===== src/rtl/store_buffer.sv =====
// -----------------------------------------------------------------------------
// store_buffer
//
// In-order FIFO of pending stores placed directly in front of the write port
// (port 0) of a 2-read/1-write memory. The pipeline can retire a store in a
// single cycle even while the memory port is busy with a read. Entries drain
// to memory oldest-first, and loads that hit a buffered address get the data
// of the youngest matching store.
//
// Parameters
//   WIDTH  data word width (matches the memory word width)
//   DEPTH  number of entries, power of two, >= 2
//   AW     low address bits compared for forwarding (log2 of memory words)
//
// Ports
//   clk       clock, all state changes on the rising edge
//   rst       asynchronous active-low reset (0 = in reset)
//   st_valid  store request
//   st_ready  buffer can accept a store (not full)
//   st_addr   store word address
//   st_data   store data
//   ld_addr   load word address checked for forwarding
//   ld_hit    a buffered store matches ld_addr
//   ld_data   data of the youngest matching store, 0 when no hit
//   mem_busy  memory port 0 is needed for a read this cycle
//   mem_we    write enable to memory port 0
//   mem_addr  head entry address to memory port 0
//   mem_din   head entry data to memory port 0
//   empty     no entries held
//   count     number of entries held
// -----------------------------------------------------------------------------
module store_buffer #(
    parameter int WIDTH = 32,
    parameter int DEPTH = 4,
    parameter int AW    = 10,
    localparam int PW   = $clog2(DEPTH)
) (
    input  logic             clk,
    input  logic             rst,
    input  logic             st_valid,
    output logic             st_ready,
    input  logic [31:0]      st_addr,
    input  logic [WIDTH-1:0] st_data,
    input  logic [31:0]      ld_addr,
    output logic             ld_hit,
    output logic [WIDTH-1:0] ld_data,
    input  logic             mem_busy,
    output logic             mem_we,
    output logic [31:0]      mem_addr,
    output logic [WIDTH-1:0] mem_din,
    output logic             empty,
    output logic [PW:0]      count
);

    // Pointers carry one extra wrap bit so full and empty are distinguishable.
    logic [PW:0] head_q, head_d;
    logic [PW:0] tail_q, tail_d;

    // Entry storage; contents are deliberately left unreset.
    logic [31:0]      addr_mem [DEPTH];
    logic [WIDTH-1:0] data_mem [DEPTH];

    logic [PW-1:0] head_idx;
    logic [PW-1:0] tail_idx;
    logic          full;
    logic          enq;

    assign head_idx = head_q[PW-1:0];
    assign tail_idx = tail_q[PW-1:0];

    // -------------------------------------------------------------------------
    // Occupancy, derived from registered pointers only
    // -------------------------------------------------------------------------
    assign empty = (head_q == tail_q);
    assign full  = (head_q[PW] != tail_q[PW]) && (head_idx == tail_idx);
    assign count = tail_q - head_q;

    // No pass-through: a full buffer refuses a store even if it drains now.
    assign st_ready = !full;
    assign enq      = st_valid && st_ready;

    // -------------------------------------------------------------------------
    // Drain port: the head entry is always presented, written when free
    // -------------------------------------------------------------------------
    assign mem_we   = !empty && !mem_busy;
    assign mem_addr = addr_mem[head_idx];
    assign mem_din  = data_mem[head_idx];

    // -------------------------------------------------------------------------
    // Pointer update
    // -------------------------------------------------------------------------
    always_comb begin
        head_d = head_q;
        tail_d = tail_q;
        if (mem_we) begin
            head_d = head_q + 1'b1;
        end
        if (enq) begin
            tail_d = tail_q + 1'b1;
        end
    end

    always_ff @(posedge clk or negedge rst) begin
        if (!rst) begin
            head_q <= '0;
            tail_q <= '0;
        end else begin
            head_q <= head_d;
            tail_q <= tail_d;
        end
    end

    always_ff @(posedge clk) begin
        if (enq) begin
            addr_mem[tail_idx] <= st_addr;
            data_mem[tail_idx] <= st_data;
        end
    end

    // -------------------------------------------------------------------------
    // Forwarding
    // Entries are examined in age order starting at the head; slot k holds the
    // k-th oldest store and is live when k < count. The last live match in
    // age order is the youngest, so a simple overwrite loop picks it.
    // The head entry keeps forwarding in the cycle it drains because the
    // pointers only move at the clock edge.
    // -------------------------------------------------------------------------
    logic [PW-1:0] age_idx   [DEPTH];
    logic [DEPTH-1:0] age_live;
    logic [DEPTH-1:0] age_match;

    generate
        for (genvar gi = 0; gi < DEPTH; gi++) begin : g_age
            assign age_idx[gi]   = head_idx + PW'(gi);
            assign age_live[gi]  = ((PW + 1)'(gi) < count);
            assign age_match[gi] = age_live[gi] &&
                (addr_mem[age_idx[gi]][AW-1:0] == ld_addr[AW-1:0]);
        end
    endgenerate

    always_comb begin
        ld_hit  = 1'b0;
        ld_data = '0;
        for (int k = 0; k < DEPTH; k++) begin
            if (age_match[k]) begin
                ld_hit  = 1'b1;
                ld_data = data_mem[age_idx[k]];
            end
        end
    end

    // Upper load-address bits alias to the same word and are ignored.
    logic ld_addr_unused;
    assign ld_addr_unused = ^ld_addr[31:AW];

endmodule

===== config.mk =====
export PLATFORM = sky130hd
export DESIGN_NAME = store_buffer
export DESIGN_NICKNAME = d
export VERILOG_FILES = /design/src/rtl/store_buffer.sv
export SDC_FILE = /design/constraint.sdc
export NUM_CORES = 1
export LEC_CHECK = 0
export CAP_MARGIN = 30
export CORE_ASPECT_RATIO = 1.2
export CORE_MARGIN = 2
export CORE_UTILIZATION = 38
export CTS_CLUSTER_DIAMETER = 80
export DETAILED_ROUTE_END_ITERATION = 12
export PLACE_DENSITY = 0.65
export SLEW_MARGIN = 5
export SYNTH_ARGS = -nofsm -noshare
export SYNTH_HDL_FRONTEND = slang
export SYNTH_SLANG_ARGS = --single-unit

===== constraint.sdc =====
create_clock -name clk -period 6.15 [get_ports clk]
set_input_delay 0.9225 -clock clk [delete_from_list [all_inputs] [get_ports clk]]
set_output_delay 0.9225 -clock clk [all_outputs]
set_load 0.03 [all_outputs]

# Yosys cells after proc, flatten, opt, wreduce, memory -nomap -nowiden
# Memories as Yosys holds them, arrays and structs flattened.
# Index checks and enable logic that the tools add are counted.
[classes]
n_addsub = 6
mul = 0
div = 0
magnitude_cmp = 4
n_eq_ne = 7
shifts = 0
n_mux = 10
bitwise = 0
reduce_logical = 10
[op_table]
columns = ["op", "count"]
rows = [
  ["two-way mux 32 bit", 4],
  ["== test 10 bit", 4],
  ["logical AND 1 bit", 7],
  ["adder 3 x 1 -> 3 bit, second input constant", 2],
  ["less-than comparator 1 x 3 -> 1 bit, first input constant", 2],
  ["less-than comparator 2 x 3 -> 1 bit, first input constant", 2],
  ["two-way mux 1 bit", 6],
  ["adder 2 bit, second input constant", 2],
  ["== test 3 bit", 1],
  ["logical NOT 1 bit", 3],
  ["subtractor 3 bit", 1],
  ["adder 2 x 1 -> 2 bit, second input constant", 1],
  ["== test 2 bit", 1],
  ["inequality test 1 bit", 1],
]
[totals]
regBits = 6
latch_bits = 0
mem_bits_rw = 256
rom_bits = 0
in_bits = 100
output_inout_bits = 103
elab_cells = 41
n_memories = 2
[memory_table]
columns = ["memory", "depth", "width", "read_ports", "rd_ports_with_merged_regs", "wr", "line", "source"]
rows = [
  ["addr_mem", 4, 32, 4, 0, 1, "60", "logic [31:0] addr_mem [DEPTH];"],
  ["data_mem", 4, 32, 4, 0, 1, "61", "logic [WIDTH-1:0] data_mem [DEPTH];"],
]

# Depth between registers and ports, before layout
# Gate-level depths: netlist (run 1).
[logic_depth]
depth_word = 7
mapped_depth = 11
mapped_depth_nobuf = 9

# Worst setup path before layout (run 1)
# Ideal clock, no wire load.
[synth_path]
path_kind = "register to register"
from = "reg head_q[1]"
to = "mem addr_mem[3][0] (enable)"
setup_ps = 431
t_arrival_ps = 4154
required_ps = 5719
path_slack_ps = 1565
path_stages_with_launch = 9
n_path_buf = 4
period_less_slack_ps = 4585
path_cell_list = "dfrtp_1 > clkbuf_1 > buf_1 > clkbuf_1 > buf_1 > inv_1 > ha_1 > nand3b_1 > and3_1"
[synth_between]
elab_chain_cells = 6
[synth_rtl]
columns = ["item", "line", "source"]
rows = [
  ["start: declaration", "56", "logic [PW:0] head_q, head_d;"],
  ["start signal: assignment", "105", "head_q <= '0;"],
  ["start signal: assignment", "108", "head_q <= head_d;"],
  ["== test 2 bit", "75", "assign full = (head_q[PW] != tail_q[PW]) && (head_idx == tail_idx);"],
  ["logical AND 1 bit", "75", ""],
  ["logical NOT 1 bit", "79", "assign st_ready = !full;"],
  ["named net st_ready", "41", "output logic st_ready,"],
  ["logical AND 1 bit", "80", "assign enq = st_valid && st_ready;"],
  ["two-way mux 1 bit", "114", "if (enq) begin"],
  ["two-way mux 1 bit (implied by the code)", "115", "addr_mem[tail_idx] <= st_addr;"],
  ["end: declaration", "60", ""],
]
# The timed path passes the listed nets, and every way through them passes these cells.

==> results.txt, run 1 <==
The maximum number of pins on one net before global-route repair is 66. The standard cell core area came out at 37800 µm². Averaged over all synthesized cells, the footprint is 19.3 µm².

The sort of element at the start of the critical path is a register. Counting tap cells, the placed design contains a total of 1369 instances. The buffer count from post-CTS setup fixing is 0. The clock net in this run drives a total of 262 sinks.

The synthesized instance count came out at 755. The number of antenna violations at the first check in global routing is 3. The number of DRC markers in iteration 0 is 464. The maximum level of the CTS H-tree is 1.

The maximum buffer depth of the clock tree came out at 3. The clock transition at the registers of the reported paths came out at 0.06 ns. The number of nets in the finished design is 1028. The class of the worst hold path is register to register. The synthesized net count is 863. The biggest area contributor in the post-synthesis netlist is sky130_fd_sc_hd__edfxtp_1. The die height is 218 µm. The die outline width is 183 µm. The worst setup path is captured at an output port.

The final period demand of the worst path is 5.79 ns. The total setup violations reported at the end of the flow came out at 0. The area growth from synthesis to layout is 22.2%.

The total negative setup slack came out at 0 ns. The via density per instance came out at 5.80. The data arrival at the endpoint of the critical path is 4.87 ns. Of the synthesized area, sequential elements account for 53.8%. The number of hold violations in the final report is 0. The power per cell area came out at 532 nW/µm².

Yosys printed 0 warnings. The worst hold endpoint is tail_q[2]$_DFFE_PN0P_. The endpoint identified for the worst register-to-register timing path is addr_mem[3][23]$_DFFE_PP_. 203 I/O pins were placed.

The via count came out at 8247. The critical path goes through ha_4 -> mux4_2 -> xnor2_1 -> nand4_1 -> nor3_4 -> buf_4 -> a221oi_2 -> o31ai_2 -> clkdlybuf4s50_1. The synthesized design contains 262 register bits. In this run the remaining antenna-violating nets after routing total 0. The total of cells resized after clock tree synthesis came out at 0.

The floorplan has 78 rows. The number of hold buffers added after cts came out at 0. The library cell used most frequently in the layout, excluding fill and tap cells, is sky130_fd_sc_hd__edfxtp_1. The design draws 9460 µW. The HPWL after detailed placement came out at 21400 µm. After synthesis, the largest area contributor takes up 52.8% of total cell area.

The number of cell instances on the worst register-to-register path came out at 5. The cell at the slowest stage of the critical path is sky130_fd_sc_hd__clkdlybuf4s50_1. The delay contributed by the slowest stage of the critical path came out at 0.72 ns. The setup slack of the most critical reg-to-reg path came out at 3.26 ns.

The number of global-route vias before repair came out at 8748. The worst setup path is of the register to output port kind. The leakage power summed over all cells is 0.00563 µW. The number of CTS-inserted buffers came out at 27. The post-route fraction of the period consumed by the critical path is 94.1%. Counting distinct cell types in the post-synthesis netlist gives 39. The number of max-capacitance violations reported came out at 0.

Routability-driven placement finished with a final weighted congestion of 0.760. The largest driver fanout on the critical path came out at 36. The clock network latency to the later pin of the worst-skew pair came out at 0.55 ns. The full die area came out at 39900 µm². The cell area that synthesis handed to floorplanning was 14600 µm². At the worst endpoint, the required time is 5.23 ns.

The worst hold path begins at tail_q[2]$_DFFE_PN0P_. The max-slew violation count is 0. The global-route wire length before repair is 51600 µm. The maximum clock frequency came out at 173 MHz. The final non-filler cell total is 1423. CTS placed an instance of sky130_fd_sc_hd__clkbuf_16 at the clock tree root. The worst-case vdd ir drop is 393 µV.

The slew at the pin closest to its max-slew limit came out at 0.831 ns. The total iterations of the first detailed-routing run came out at 5. The clock tree from TritonCTS is yes. The post-route netlist has 36.2% of its cells at a drive strength greater than 1.

In this run the critical register-to-register path is launched from head_q[1]$_DFFE_PN0P_. Leaving out fill and tap cells, the most frequent cells in the layout are sky130_fd_sc_hd__edfxtp_1, sky130_fd_sc_hd__mux4_2, sky130_fd_sc_hd__clkdlybuf4s50_1, sky130_fd_sc_hd__xnor2_1, sky130_fd_sc_hd__buf_4. The post-route clock skew is 0.0102 ns. The starting density of the core came out at 38.5%. The count of input and output buffers came out at 180. The number of filler instances in the final layout came out at 3167. The remaining global-route overflow came out at 0. Setup repair after global routing left no endpoint under its margin. The detail-routed net length per standard cell came out at 23.6 µm.

Yosys attributes the largest share of cell area to sky130_fd_sc_hd__edfxtp_1, sky130_fd_sc_hd__mux4_2, sky130_fd_sc_hd__a221oi_2. The flow ran to the end, and the final reports show no timing, DRC or antenna violations. Along the worst hold path, the cell count comes to 1. Measured against its own limit, the worst slew margin works out to 44.6%.

The DRC violation count after routing came out at 0. The total global-route track usage came out at 17.0%. The aggregate routed wire length is 33600 µm.
==> worst max-delay path by stage <==
stage                          start                  endpoint  slack (ns)  depth (start not counted)
2_1_floorplan  head_q[1]$_DFFE_PN0P_  addr_mem[3][0]$_DFFE_PP_        1.57                          8
3_3_place_gp   head_q[1]$_DFFE_PN0P_                ld_data[2]        0.92                          9
3_5_place_dp   head_q[1]$_DFFE_PN0P_                ld_data[4]        0.87                          9
4_1_cts        head_q[1]$_DFFE_PN0P_                ld_data[4]        0.26                          9
5_1_grt        head_q[1]$_DFFE_PN0P_               ld_data[31]        0.09                          9
6_report       head_q[1]$_DFFE_PN0P_               ld_data[31]        0.36                          9
==> cells in the mapped netlist <==
master / instances
sky130_fd_sc_hd__edfxtp_1: 256
sky130_fd_sc_hd__mux4_2: 183
sky130_fd_sc_hd__xnor2_1: 43
sky130_fd_sc_hd__nand2b_1: 32
sky130_fd_sc_hd__nor2b_1: 32
sky130_fd_sc_hd__a221oi_2: 30
sky130_fd_sc_hd__o31ai_2: 30
sky130_fd_sc_hd__clkbuf_1: 26
sky130_fd_sc_hd__buf_2: 25
sky130_fd_sc_hd__buf_1: 7
sky130_fd_sc_hd__ha_1: 7
sky130_fd_sc_hd__nand2_1: 7
sky130_fd_sc_hd__buf_4: 6
sky130_fd_sc_hd__dfrtp_1: 6
sky130_fd_sc_hd__inv_1: 6
sky130_fd_sc_hd__mux2i_1: 6
sky130_fd_sc_hd__nand4_1: 6
sky130_fd_sc_hd__xor2_1: 6
sky130_fd_sc_hd__and3_1: 5
sky130_fd_sc_hd__buf_6: 4
sky130_fd_sc_hd__mux4_1: 4
sky130_fd_sc_hd__nor2_1: 4
sky130_fd_sc_hd__a221oi_1: 2
sky130_fd_sc_hd__clkbuf_4: 2
sky130_fd_sc_hd__nand3_1: 2
sky130_fd_sc_hd__nor3_4: 2
sky130_fd_sc_hd__o2111ai_1: 2
sky130_fd_sc_hd__o21ai_0: 2
sky130_fd_sc_hd__o31ai_1: 2
sky130_fd_sc_hd__and2_1: 1
sky130_fd_sc_hd__buf_12: 1
sky130_fd_sc_hd__fa_1: 1
sky130_fd_sc_hd__nand3b_1: 1
sky130_fd_sc_hd__nor3_1: 1
sky130_fd_sc_hd__nor4_1: 1
sky130_fd_sc_hd__o211ai_1: 1
sky130_fd_sc_hd__o221ai_1: 1
sky130_fd_sc_hd__or4_1: 1
sky130_fd_sc_hd__or4_4: 1
==> per-stage QoR <==
stage | area [µm²] | hold slack, ns | utilization, % | worst slack [ns]
2_1_floorplan | 14600 | 0.462 | - | 1.57
3_3_place_gp | 16800 | 0.479 | 44.5 | 0.918
3_5_place_dp | 16800 | 0.480 | 44.5 | 0.871
4_1_cts | 17700 | 0.490 | 47.0 | 0.260
5_1_grt | 17800 | 0.515 | 47.1 | 0.0908
6_report | 17800 | 0.490 | 47.1 | 0.362
==> final cells by class <==
class	count	area (µm²)	area share (%)
antenna	2	5.00	0.0281
clock buffer	28	679	3.82
clock inverter	22	234	1.31
inverter	6	22.5	0.127
multi-input combinational	416	6360	35.7
sequential	262	7850	44.1
tap	480	601	3.38
timing repair buffer	207	2050	11.5
==> state kept, by name, indices dropped and copies added (netlist names) <==
name,count
head_q,3
addr_mem,128
data_mem,128
tail_q,3
==> worst max-delay path, delay by kind of cell (launching register included) <==
kind,cells,cell delay [ns]
buffers and inverters,2,1.17
flip-flops,1,0.71
adder cells (fa/ha/maj),1,0.63
multiplexers,1,0.56
AND/OR/NAND/NOR,2,0.52
AO/OA/AOI/OAI,2,0.40
XOR/XNOR,1,0.27
==> power by group <==
part,total (µW),internal [µW],switching (µW)
clock network,1670,978,695
registers,2720,2430,294
logic,5060,2510,2550
==> per-layer routing <==
metal  part of all wire [%]  global-route usage, %
met3                    6.6                   3.72
met4                    1.8                   4.33
met2                     52                   30.4
met5                  0.077                      0
met1                     39                   20.7
==> cell families after synthesis <==
kind of cell | Yosys count | synth area share [%]
and+or+nand+nor | 96 | 4.10
AOI/OAI and AO/OA | 70 | 6.20
muxes | 193 | 29.4
adders and majority gates | 8 | 0.739
buffers and inverters | 77 | 2.72
xor gates and xnor gates | 49 | 2.95
DFF | 262 | 53.8
No activity file was read; power rests on OpenSTA's default activity.
==> run 2: changes to the inputs <==
--- a/config.mk
+++ b/config.mk
@@ -5,7 +5,6 @@
 export SDC_FILE = /design/constraint.sdc
 export NUM_CORES = 1
 export LEC_CHECK = 0
-export CAP_MARGIN = 30
 export CORE_ASPECT_RATIO = 1.2
 export CORE_MARGIN = 2
 export CORE_UTILIZATION = 38
==> constraint.sdc (replaced) <==
create_clock -name clk -period 5.8 [get_ports clk]
set_input_delay 0.87 -clock clk [delete_from_list [all_inputs] [get_ports clk]]
set_output_delay 0.87 -clock clk [all_outputs]
set_load 0.005 [all_outputs]
==> results.txt, run 2 (same netlist as run 1, synthesis figures left out) <==
The leakage power summed over all cells is 0.00555 µW (was 0.00563 µW). The largest driver fanout on the critical path is 26 (was 36). The power per cell area came out at 521 nW/µm² (was 532 nW/µm²).

The die height is 218 µm (unchanged). The kind of capture point of the worst setup path is an output port (unchanged). The starting density of the core came out at 38.5% (unchanged).

The detail-routed net length per standard cell came out at 23.6 µm (about the same). The classification of the worst setup path is register to output port (unchanged). The full die area came out at 39900 µm² (unchanged). The maximum number of pins on one net before global-route repair is 66 (unchanged). The total of cells resized after clock tree synthesis came out at 0 (unchanged). The sort of element at the start of the critical path is a register (unchanged). Unrepaired setup endpoints after global routing: no (unchanged). The clock tree from TritonCTS is yes (unchanged). The maximum level of the CTS H-tree came to 1 (unchanged). The clock transition at the registers of the reported paths was 0.06 ns (about the same).

Biggest registers after layout: addr_mem: 128 flops, data_mem: 128 flops (unchanged). The clock tree root driver cell is sky130_fd_sc_hd__clkbuf_16 (unchanged). The number of nets in the finished design is 1027 (was 1028). The placement-stage worst setup slack is 0.784 ns (was 0.871 ns). The standard cell core area is 37800 µm² (unchanged). The slew at the pin closest to its max-slew limit came out at 1.04 ns (was 0.831 ns).

The number of hold buffers added after cts is 0 (unchanged). The data arrival at the endpoint of the critical path came out at 4.56 ns (was 4.87 ns). The number of global-route vias before repair is 8825 (was 8748). The max-slew violation count came to 0 (unchanged). The logic gate share of total power came out at 51.3% (was 53.5%). The via density per instance is 5.78 (was 5.80). The I/O pin count came to 203 (unchanged). The remaining global-route overflow came to 0 (unchanged). In the finished design, the share of the clock period the worst path needs comes to 93.6%.

The maximum clock frequency is 184 MHz. The count of nets left with antenna violations after detail routing was 0 (unchanged). The via count came to 8209 (was 8247).

The critical path data required time is 4.93 ns (was 5.23 ns). The number of filler instances in the final layout came to 3160 (was 3167). The number of CTS-inserted buffers was 28 (was 27). The number of hold violations in the final report came out at 0 (unchanged). The share of the core filled with cells in the final layout is 46.9% (was 47.1%).

The row count came to 78 (unchanged). Status: complete, no violations (unchanged). The total negative setup slack is 0 ns (unchanged).

The worst-case vdd ir drop is 454 µV (was 393 µV). The total iterations of the first detailed-routing run came out at 6 (was 5). The number of DRC markers in iteration 0 is 519 (was 464). The HPWL after detailed placement is 21400 µm (about the same).

The DRC violation count after routing came to 0 (unchanged). The count of input and output buffers is 180 (unchanged). The proportion of total power due to net switching came out at 32.9% (was 37.4%).

The relative area change from synthesis to final layout came to 21.7% (was 22.2%). The class of the worst hold path is register to register (unchanged). The reported net switching power came out at 3040 µW (was 3540 µW). The relative contribution of the clock network to total power is 18.3% (was 17.7%).

The clock network latency to the later pin of the worst-skew pair is 0.57 ns (was 0.55 ns). The buffer count from post-CTS setup fixing came to 0 (unchanged). The post-route clock skew is 0.0209 ns (was 0.0102 ns). The final period demand of the worst path came out at 5.43 ns. The internal power contribution came to 6190 µW (was 5920 µW). The total setup violations reported at the end of the flow was 0 (unchanged). The maximum buffer depth of the clock tree came to 3 (unchanged).

The instance count after placement with tap cells included is 1369 (unchanged). The cell at the slowest stage of the critical path is sky130_fd_sc_hd__clkdlybuf4s50_1 (unchanged). The register share of total power is 30.4% (was 28.8%). The number of max-capacitance violations reported came to 0 (unchanged).

The global-route wire length before repair was 52000 µm (was 51600 µm). The share of cells above drive strength 1 came to 33.7% (was 36.2%). The die outline width is 183 µm (unchanged). The routability congestion estimate from global placement is 0.771 (was 0.760). Commonest non-fill, non-tap cells in the layout: sky130_fd_sc_hd__edfxtp_1, sky130_fd_sc_hd__mux4_2, sky130_fd_sc_hd__clkdlybuf4s50_1, sky130_fd_sc_hd__xnor2_1 (was sky130_fd_sc_hd__edfxtp_1, sky130_fd_sc_hd__mux4_2, sky130_fd_sc_hd__clkdlybuf4s50_1, sky130_fd_sc_hd__xnor2_1, sky130_fd_sc_hd__buf_4). Critical-path cell list: ha_4 -> mux4_2 -> xnor2_1 -> nand4_1 -> nor3_4 -> buf_4 -> a221oi_1 -> o31ai_1 -> clkdlybuf4s50_1 (was ha_4 -> mux4_2 -> xnor2_1 -> nand4_1 -> nor3_4 -> buf_4 -> a221oi_2 -> o31ai_2 -> clkdlybuf4s50_1). The final non-filler cell total came out at 1420 (was 1423). The number of antenna violations at the first check in global routing came out at 4 (was 3).

The delay contributed by the slowest stage of the critical path came out at 0.58 ns (was 0.72 ns). The slack of the critical path is 0.370 ns (was 0.362 ns). The aggregate routed wire length is 33500 µm (was 33600 µm). The total global-route track usage is 17.0% (about the same).

The count of clock tree sinks is 262 (unchanged). The worst slew margin relative to its limit was 30.8% (was 44.6%). The most common cell after layout, fill and taps aside is sky130_fd_sc_hd__edfxtp_1 (unchanged).
-- run 2: changes by cell type in the layout (fill, tap and decap cells not counted), sizes merged --
cell and change:
bufinv -2, clkinvlp -2, clkbuf +4, inv -3, clkdlybuf4s50 +14, buf -16
clkinv +2
-- run 2: worst max-delay path: cells and delay by family (launching register included) --
family,cells,cell delay [ns]
XOR/XNOR,1,0.24
buffers and inverters,2,1.05
AO/OA/AOI/OAI,2,0.51
flip-flops,1,0.50
adder cells (fa/ha/maj),1,0.57
multiplexers,1,0.57
AND/OR/NAND/NOR,2,0.50
-- run 2: area by class of cell --
class | instances | area, µm² | area share, %
Multi-Input combinational cell | 416 | 6360 | 35.9
Clock buffer | 32 | 716 | 4.04
Antenna cell | 2 | 5.00 | 0.0283
Clock inverter | 17 | 144 | 0.813
Sequential cell | 262 | 7850 | 44.3
Inverter | 6 | 22.5 | 0.127
Timing Repair Buffer | 205 | 2010 | 11.4
Tap cell | 480 | 601 | 3.39
-- run 2: power by group through the flow --
stage | Clock [µW] | Combinational (µW) | Sequential (µW)
floorplan | 0 | 3340 | 2780
global placement | 0 | 4830 | 2820
detailed placement | 0 | 4830 | 2850
CTS | 1730 | 4850 | 2810
global route | 1810 | 5110 | 2860
finish | 1680 | 4740 | 2810
-- run 2: per-stage QoR --
stage	hold slack, ns	cell area, µm²	power, µW
after global placement	0.480	16800	7650
final	0.494	17700	9230
after CTS	0.495	17700	9400
after detailed placement	0.483	16800	7680
after floorplan	0.462	14600	6120
after global routing	0.523	17700	9780
-- run 2: worst paths after layout --
kind / startpoint / to / slack, ns / cells past startpoint
max in group asynchronous: rst / head_q[0]$_DFFE_PN0P_ / 4.97 / 1
min in group asynchronous: rst / head_q[1]$_DFFE_PN0P_ / 0.56 / 1
worst min-delay path: tail_q[2]$_DFFE_PN0P_ / tail_q[2]$_DFFE_PN0P_ / 0.49 / 1
worst min register to register: tail_q[2]$_DFFE_PN0P_ / tail_q[2]$_DFFE_PN0P_ / 0.49 / 1
worst max-delay path: head_q[1]$_DFFE_PN0P_ / ld_data[0] / 0.37 / 9
worst max register to register: head_q[1]$_DFFE_PN0P_ / data_mem[2][1]$_DFFE_PP_ / 2.84 / 6
-- run 2: layer usage --
layer  vias to the layer above  global-route usage, %  routed length [µm]
met5                         -                      0                  30
met4                         4                   4.78                 794
li1                       3599                      -                   -
met1                      4332                   20.5               13100
met2                       218                   30.3               17400
met3                        56                   3.95                2080
==> run 3: changes to the inputs <==
--- a/config.mk
+++ b/config.mk
@@ -5,6 +5,7 @@
 export SDC_FILE = /design/constraint.sdc
 export NUM_CORES = 1
 export LEC_CHECK = 0
+export ABC_AREA = 1
 export CORE_ASPECT_RATIO = 1.2
 export CORE_MARGIN = 2
 export CORE_UTILIZATION = 38
==> constraint.sdc (replaced) <==
create_clock -name clk -period 5.8 [get_ports clk]
set_input_delay 0.87 -clock clk [delete_from_list [all_inputs] [get_ports clk]]
set_output_delay 0.87 -clock clk [all_outputs]
set_load 0.01 [all_outputs]
==> results.txt, run 3 <==
The worst hold endpoint is tail_q[2]$_DFFE_PN0P_ (unchanged). The number of hold violations in the final report came out at 0 (unchanged). The number of storage elements in the synthesis netlist came out at 262 (unchanged). The aggregate routed wire length is 40000 µm (was 33500 µm). The clock tree from TritonCTS was yes (unchanged). Commonest non-fill, non-tap cells in the layout: sky130_fd_sc_hd__nand2_1, sky130_fd_sc_hd__edfxtp_1, sky130_fd_sc_hd__nand3_1, sky130_fd_sc_hd__clkdlybuf4s50_1, sky130_fd_sc_hd__inv_1 (was sky130_fd_sc_hd__edfxtp_1, sky130_fd_sc_hd__mux4_2, sky130_fd_sc_hd__clkdlybuf4s50_1, sky130_fd_sc_hd__xnor2_1).

The via density per instance was 5.13 (was 5.78). The worst-case vdd ir drop is 442 µV (was 454 µV). The number of cell instances on the worst register-to-register path came out at 7 (was 6). The total iterations of the first detailed-routing run is 7 (was 6). The critical path data required time is 4.93 ns (about the same). The setup slack of the most critical reg-to-reg path came to 2.00 ns (was 2.84 ns). The cell at the slowest stage of the critical path is sky130_fd_sc_hd__ha_2 (was sky130_fd_sc_hd__clkdlybuf4s50_1).

The commonest register cell after synthesis was sky130_fd_sc_hd__edfxtp_1 (unchanged). The maximum number of pins on one net before global-route repair came out at 77 (was 66). The total stage count of the critical path came to 15 (was 9). The buffer count from post-CTS setup fixing is 0 (unchanged). The reg-to-reg critical path startpoint is head_q[1]$_DFFE_PN0P_ (unchanged). The maximum clock frequency came out at 181 MHz (was 184 MHz). The full die area was 41000 µm² (was 39900 µm²). The class of the worst hold path is register to register (unchanged). The slew at the pin closest to its max-slew limit was 0.850 ns (was 1.04 ns). The via count is 12000 (was 8209). The number of flops mapped to enable cells by yosys came to 256 (unchanged). The most numerous cell type found on the critical path is sky130_fd_sc_hd__nand2_1.

The count of buffer and inverter cells on the critical path came out at 3 (was 2). The die outline width is 185 µm (was 183 µm). The met3 track utilization from global routing was 4.54% (was 3.95%).

The delay contributed by the slowest stage of the critical path came out at 0.65 ns (was 0.58 ns). The count of distinct cell types in the synthesized netlist came out at 30 (was 39). The worst slew margin relative to its limit is 43.4% (was 30.8%). Top post-synthesis cells by area: sky130_fd_sc_hd__edfxtp_1, sky130_fd_sc_hd__mux2i_1, sky130_fd_sc_hd__nand2_1 (was sky130_fd_sc_hd__edfxtp_1, sky130_fd_sc_hd__mux4_2, sky130_fd_sc_hd__a221oi_2). The synthesized net count came out at 1755 (was 863). The number of nets in the finished design is 1892 (was 1027).

Biggest registers after layout: addr_mem: 128 flops, data_mem: 128 flops (unchanged). The most common cell after layout, fill and taps aside is sky130_fd_sc_hd__nand2_1 (was sky130_fd_sc_hd__edfxtp_1). The kind of capture point of the worst setup path is an output port (unchanged). The cell area after synthesis came out at 15000 µm² (was 14600 µm²). The maximum level of the CTS H-tree came out at 1 (unchanged).

The classification of the worst setup path is register to output port (unchanged). The number of CTS-inserted buffers came out at 27 (was 28). The count of input and output buffers came out at 180 (unchanged). The remaining global-route overflow came out at 0 (unchanged). The relative area change from synthesis to final layout is 21.5% (was 21.7%). The row count was 79 (was 78). The logic gate share of total power is 54.3% (was 51.3%). The number of filler instances in the final layout is 3627 (was 3160). The proportion of total power due to net switching is 43.0% (was 32.9%). The number of max-capacitance violations reported is 0 (unchanged). The number of antenna violations at the first check in global routing is 5 (was 4). The die height came out at 221 µm (was 218 µm).

The area share of the largest cell type after synthesis came to 51.4% (was 52.8%). The register share of total power is 27.4% (was 30.4%). The share of cells above drive strength 1 came out at 4.82% (was 33.7%). The count of nets left with antenna violations after detail routing came out at 0 (unchanged). The sort of element at the start of the critical path is a register (unchanged). The sum of internal, switching and leakage power is 9860 µW (was 9230 µW). The final period demand of the worst path is 5.53 ns (was 5.43 ns).

The number of DRC markers in iteration 0 is 656 (was 519). The met1 layer usage reported by global route came out at 22.2% (was 20.5%). The clock tree root driver cell is sky130_fd_sc_hd__clkbuf_16 (unchanged).

The I/O pin count came out at 203 (unchanged). The power per cell area came to 543 nW/µm² (was 521 nW/µm²). The total negative setup slack came out at 0 ns (unchanged). The average footprint of a synthesized cell was 9.08 µm² (was 19.3 µm²). The clock transition at the registers of the reported paths is 0.06 ns (about the same).

The total setup violations reported at the end of the flow came to 0 (unchanged). The number of global-route vias before repair is 11700 (was 8825). The standard cell core area is 38800 µm² (was 37800 µm²). The data arrival at the endpoint of the critical path was 4.66 ns (was 4.56 ns). The relative contribution of the clock network to total power came out at 18.3% (about the same).

The maximum buffer depth of the clock tree came out at 3 (unchanged). Unrepaired setup endpoints after global routing: no (unchanged). The detail-routed net length per standard cell came to 17.2 µm (was 23.6 µm).

The global routing met2 resource utilization is 34.6% (was 30.3%). The internal power contribution is 5630 µW (was 6190 µW). The post-route clock skew came out at 0.0151 ns (was 0.0209 ns). The number of warning messages in the yosys log is 0 (unchanged). The max-slew violation count came out at 0 (unchanged). The end of the worst register-to-register path is data_mem[2][12]$_DFFE_PP_ (was data_mem[2][1]$_DFFE_PP_).

The start point of the worst min-delay path was tail_q[2]$_DFFE_PN0P_ (unchanged). The starting density of the core is 38.5% (about the same). The leading cell type by number of instances after synthesis is sky130_fd_sc_hd__nand2_1 (was sky130_fd_sc_hd__edfxtp_1). The HPWL after detailed placement is 25200 µm (was 21400 µm). The post-route fraction of the period consumed by the critical path came out at 95.3% (was 93.6%). Status: complete, no violations (unchanged). The global-route wire length before repair came out at 62300 µm (was 52000 µm). The worst hold path stage count was 1 (unchanged). The gate family responsible for the most delay along the worst path is simple AND/OR/NAND/NOR gates (was buffers and inverters).

The DRC violation count after routing is 0 (unchanged). Top post-synthesis cells by count: sky130_fd_sc_hd__nand2_1, sky130_fd_sc_hd__edfxtp_1, sky130_fd_sc_hd__nand3_1 (was sky130_fd_sc_hd__edfxtp_1, sky130_fd_sc_hd__mux4_2, sky130_fd_sc_hd__xnor2_1). The largest driver fanout on the critical path was 23 (was 26). The global-route layer with the greatest usage was met2 (unchanged).

Critical-path cell list: ha_2 -> buf_4 -> nand3_1 -> nand3_1 -> nand2_1 -> nor2_1 -> nand2_1 -> nor2_4 -> nand2_2 -> buf_4 -> nand3_1 -> nand2_1 -> nand2_1 -> nand2_1 -> clkdlybuf4s50_1 (was ha_4 -> mux4_2 -> xnor2_1 -> nand4_1 -> nor3_4 -> buf_4 -> a221oi_1 -> o31ai_1 -> clkdlybuf4s50_1). The biggest area consumer among synthesized cells is sky130_fd_sc_hd__edfxtp_1 (unchanged). The clock network latency to the later pin of the worst-skew pair is 0.55 ns (was 0.57 ns).

The fraction of registers with async set/reset came to 2.29% (unchanged). The synthesized instance count came out at 1647 (was 755). The sequential element share of the synthesized area came to 52.4% (was 53.8%). The reported net switching power came out at 4240 µW (was 3040 µW). The leakage power summed over all cells is 0.00787 µW (was 0.00555 µW). The count of clock tree sinks is 262 (unchanged). The total global-route track usage is 19.5% (was 17.0%). The routability congestion estimate from global placement is 0.843 (was 0.771).
[run 3: worst max-delay path by stage]
stage | slack, ns | to | startpoint
3_3_place_gp | 0.92 | ld_data[15] | head_q[1]$_DFFE_PN0P_
2_1_floorplan | 0.63 | addr_mem[3][0]$_DFFE_PP_ | head_q[1]$_DFFE_PN0P_
4_1_cts | 0.26 | ld_data[20] | head_q[0]$_DFFE_PN0P_
5_1_grt | 0.009 | ld_data[28] | head_q[0]$_DFFE_PN0P_
6_report | 0.27 | ld_data[20] | head_q[0]$_DFFE_PN0P_
3_5_place_dp | 0.85 | ld_data[20] | head_q[0]$_DFFE_PN0P_
[run 3: what timing repair did]
| action | 4_1_cts | 5_1_grt |
|---|---|---|
| hold buffers | 0 | 0 |
| resized for setup | 0 | 1 |
| endpoints found under the setup margin | 0 | 7 |
[run 3: cells by family after synthesis]
kind of cell	after synthesis	synth area share [%]
simple gates	769	21.4
compound gates	171	6.50
mux	160	10.7
flops	262	52.4
buf+inv	264	7.58
fa+ha+maj	8	0.719
xor+xnor	13	0.761
[run 3: per-layer routing]
metal  share of wire (%)  vias to the layer above
li1                    -                     5853
met2                  50                      405
met4                 3.3                        2
met1                  39                     5613
met3                 7.6                       91
met5               0.020                        -
[run 3: metrics by stage]
step	instances	setup slack, ns	utilization (%)	hold slack (ns)	instance area (µm²)
3_5_place_dp	2281	0.853	44.4	0.515	17200
5_1_grt	2333	0.00859	46.8	0.554	18200
4_1_cts	2330	0.262	46.8	0.527	18200
6_report	2333	0.275	46.8	0.531	18200
2_1_floorplan	1647	0.628	-	0.483	15000
3_3_place_gp	2281	0.915	44.4	0.506	17200
[run 3: worst register-to-register path, delay by kind of cell (launching register included)]
kind          cells  cell delay, ns
flops             1            0.44
simple gates      3            1.03
fa+ha+maj         1            0.48
buf+inv           3            1.48
[run 3: layout make-up]
type                    instances  area (µm²)  share of cell area [%]
inverters                     165         623                    3.43
multi-input cells            1121        6050                    33.3
well taps                     526         658                    3.62
clock buffers                  32         694                    3.82
repair buffers                207        2070                    11.4
clock inverters                17         224                    1.23
diodes                          3        7.51                  0.0413
flip-flops and latches        262        7850                    43.2
[run 3: power by group through the flow]
stage,sequential (µW),clock (µW),combinational [µW]
3_3_place_gp,2720,0,5290
5_1_grt,2740,1920,5900
3_5_place_dp,2740,0,5360
4_1_cts,2700,1850,5380
6_report,2700,1800,5360
2_1_floorplan,2730,0,3530
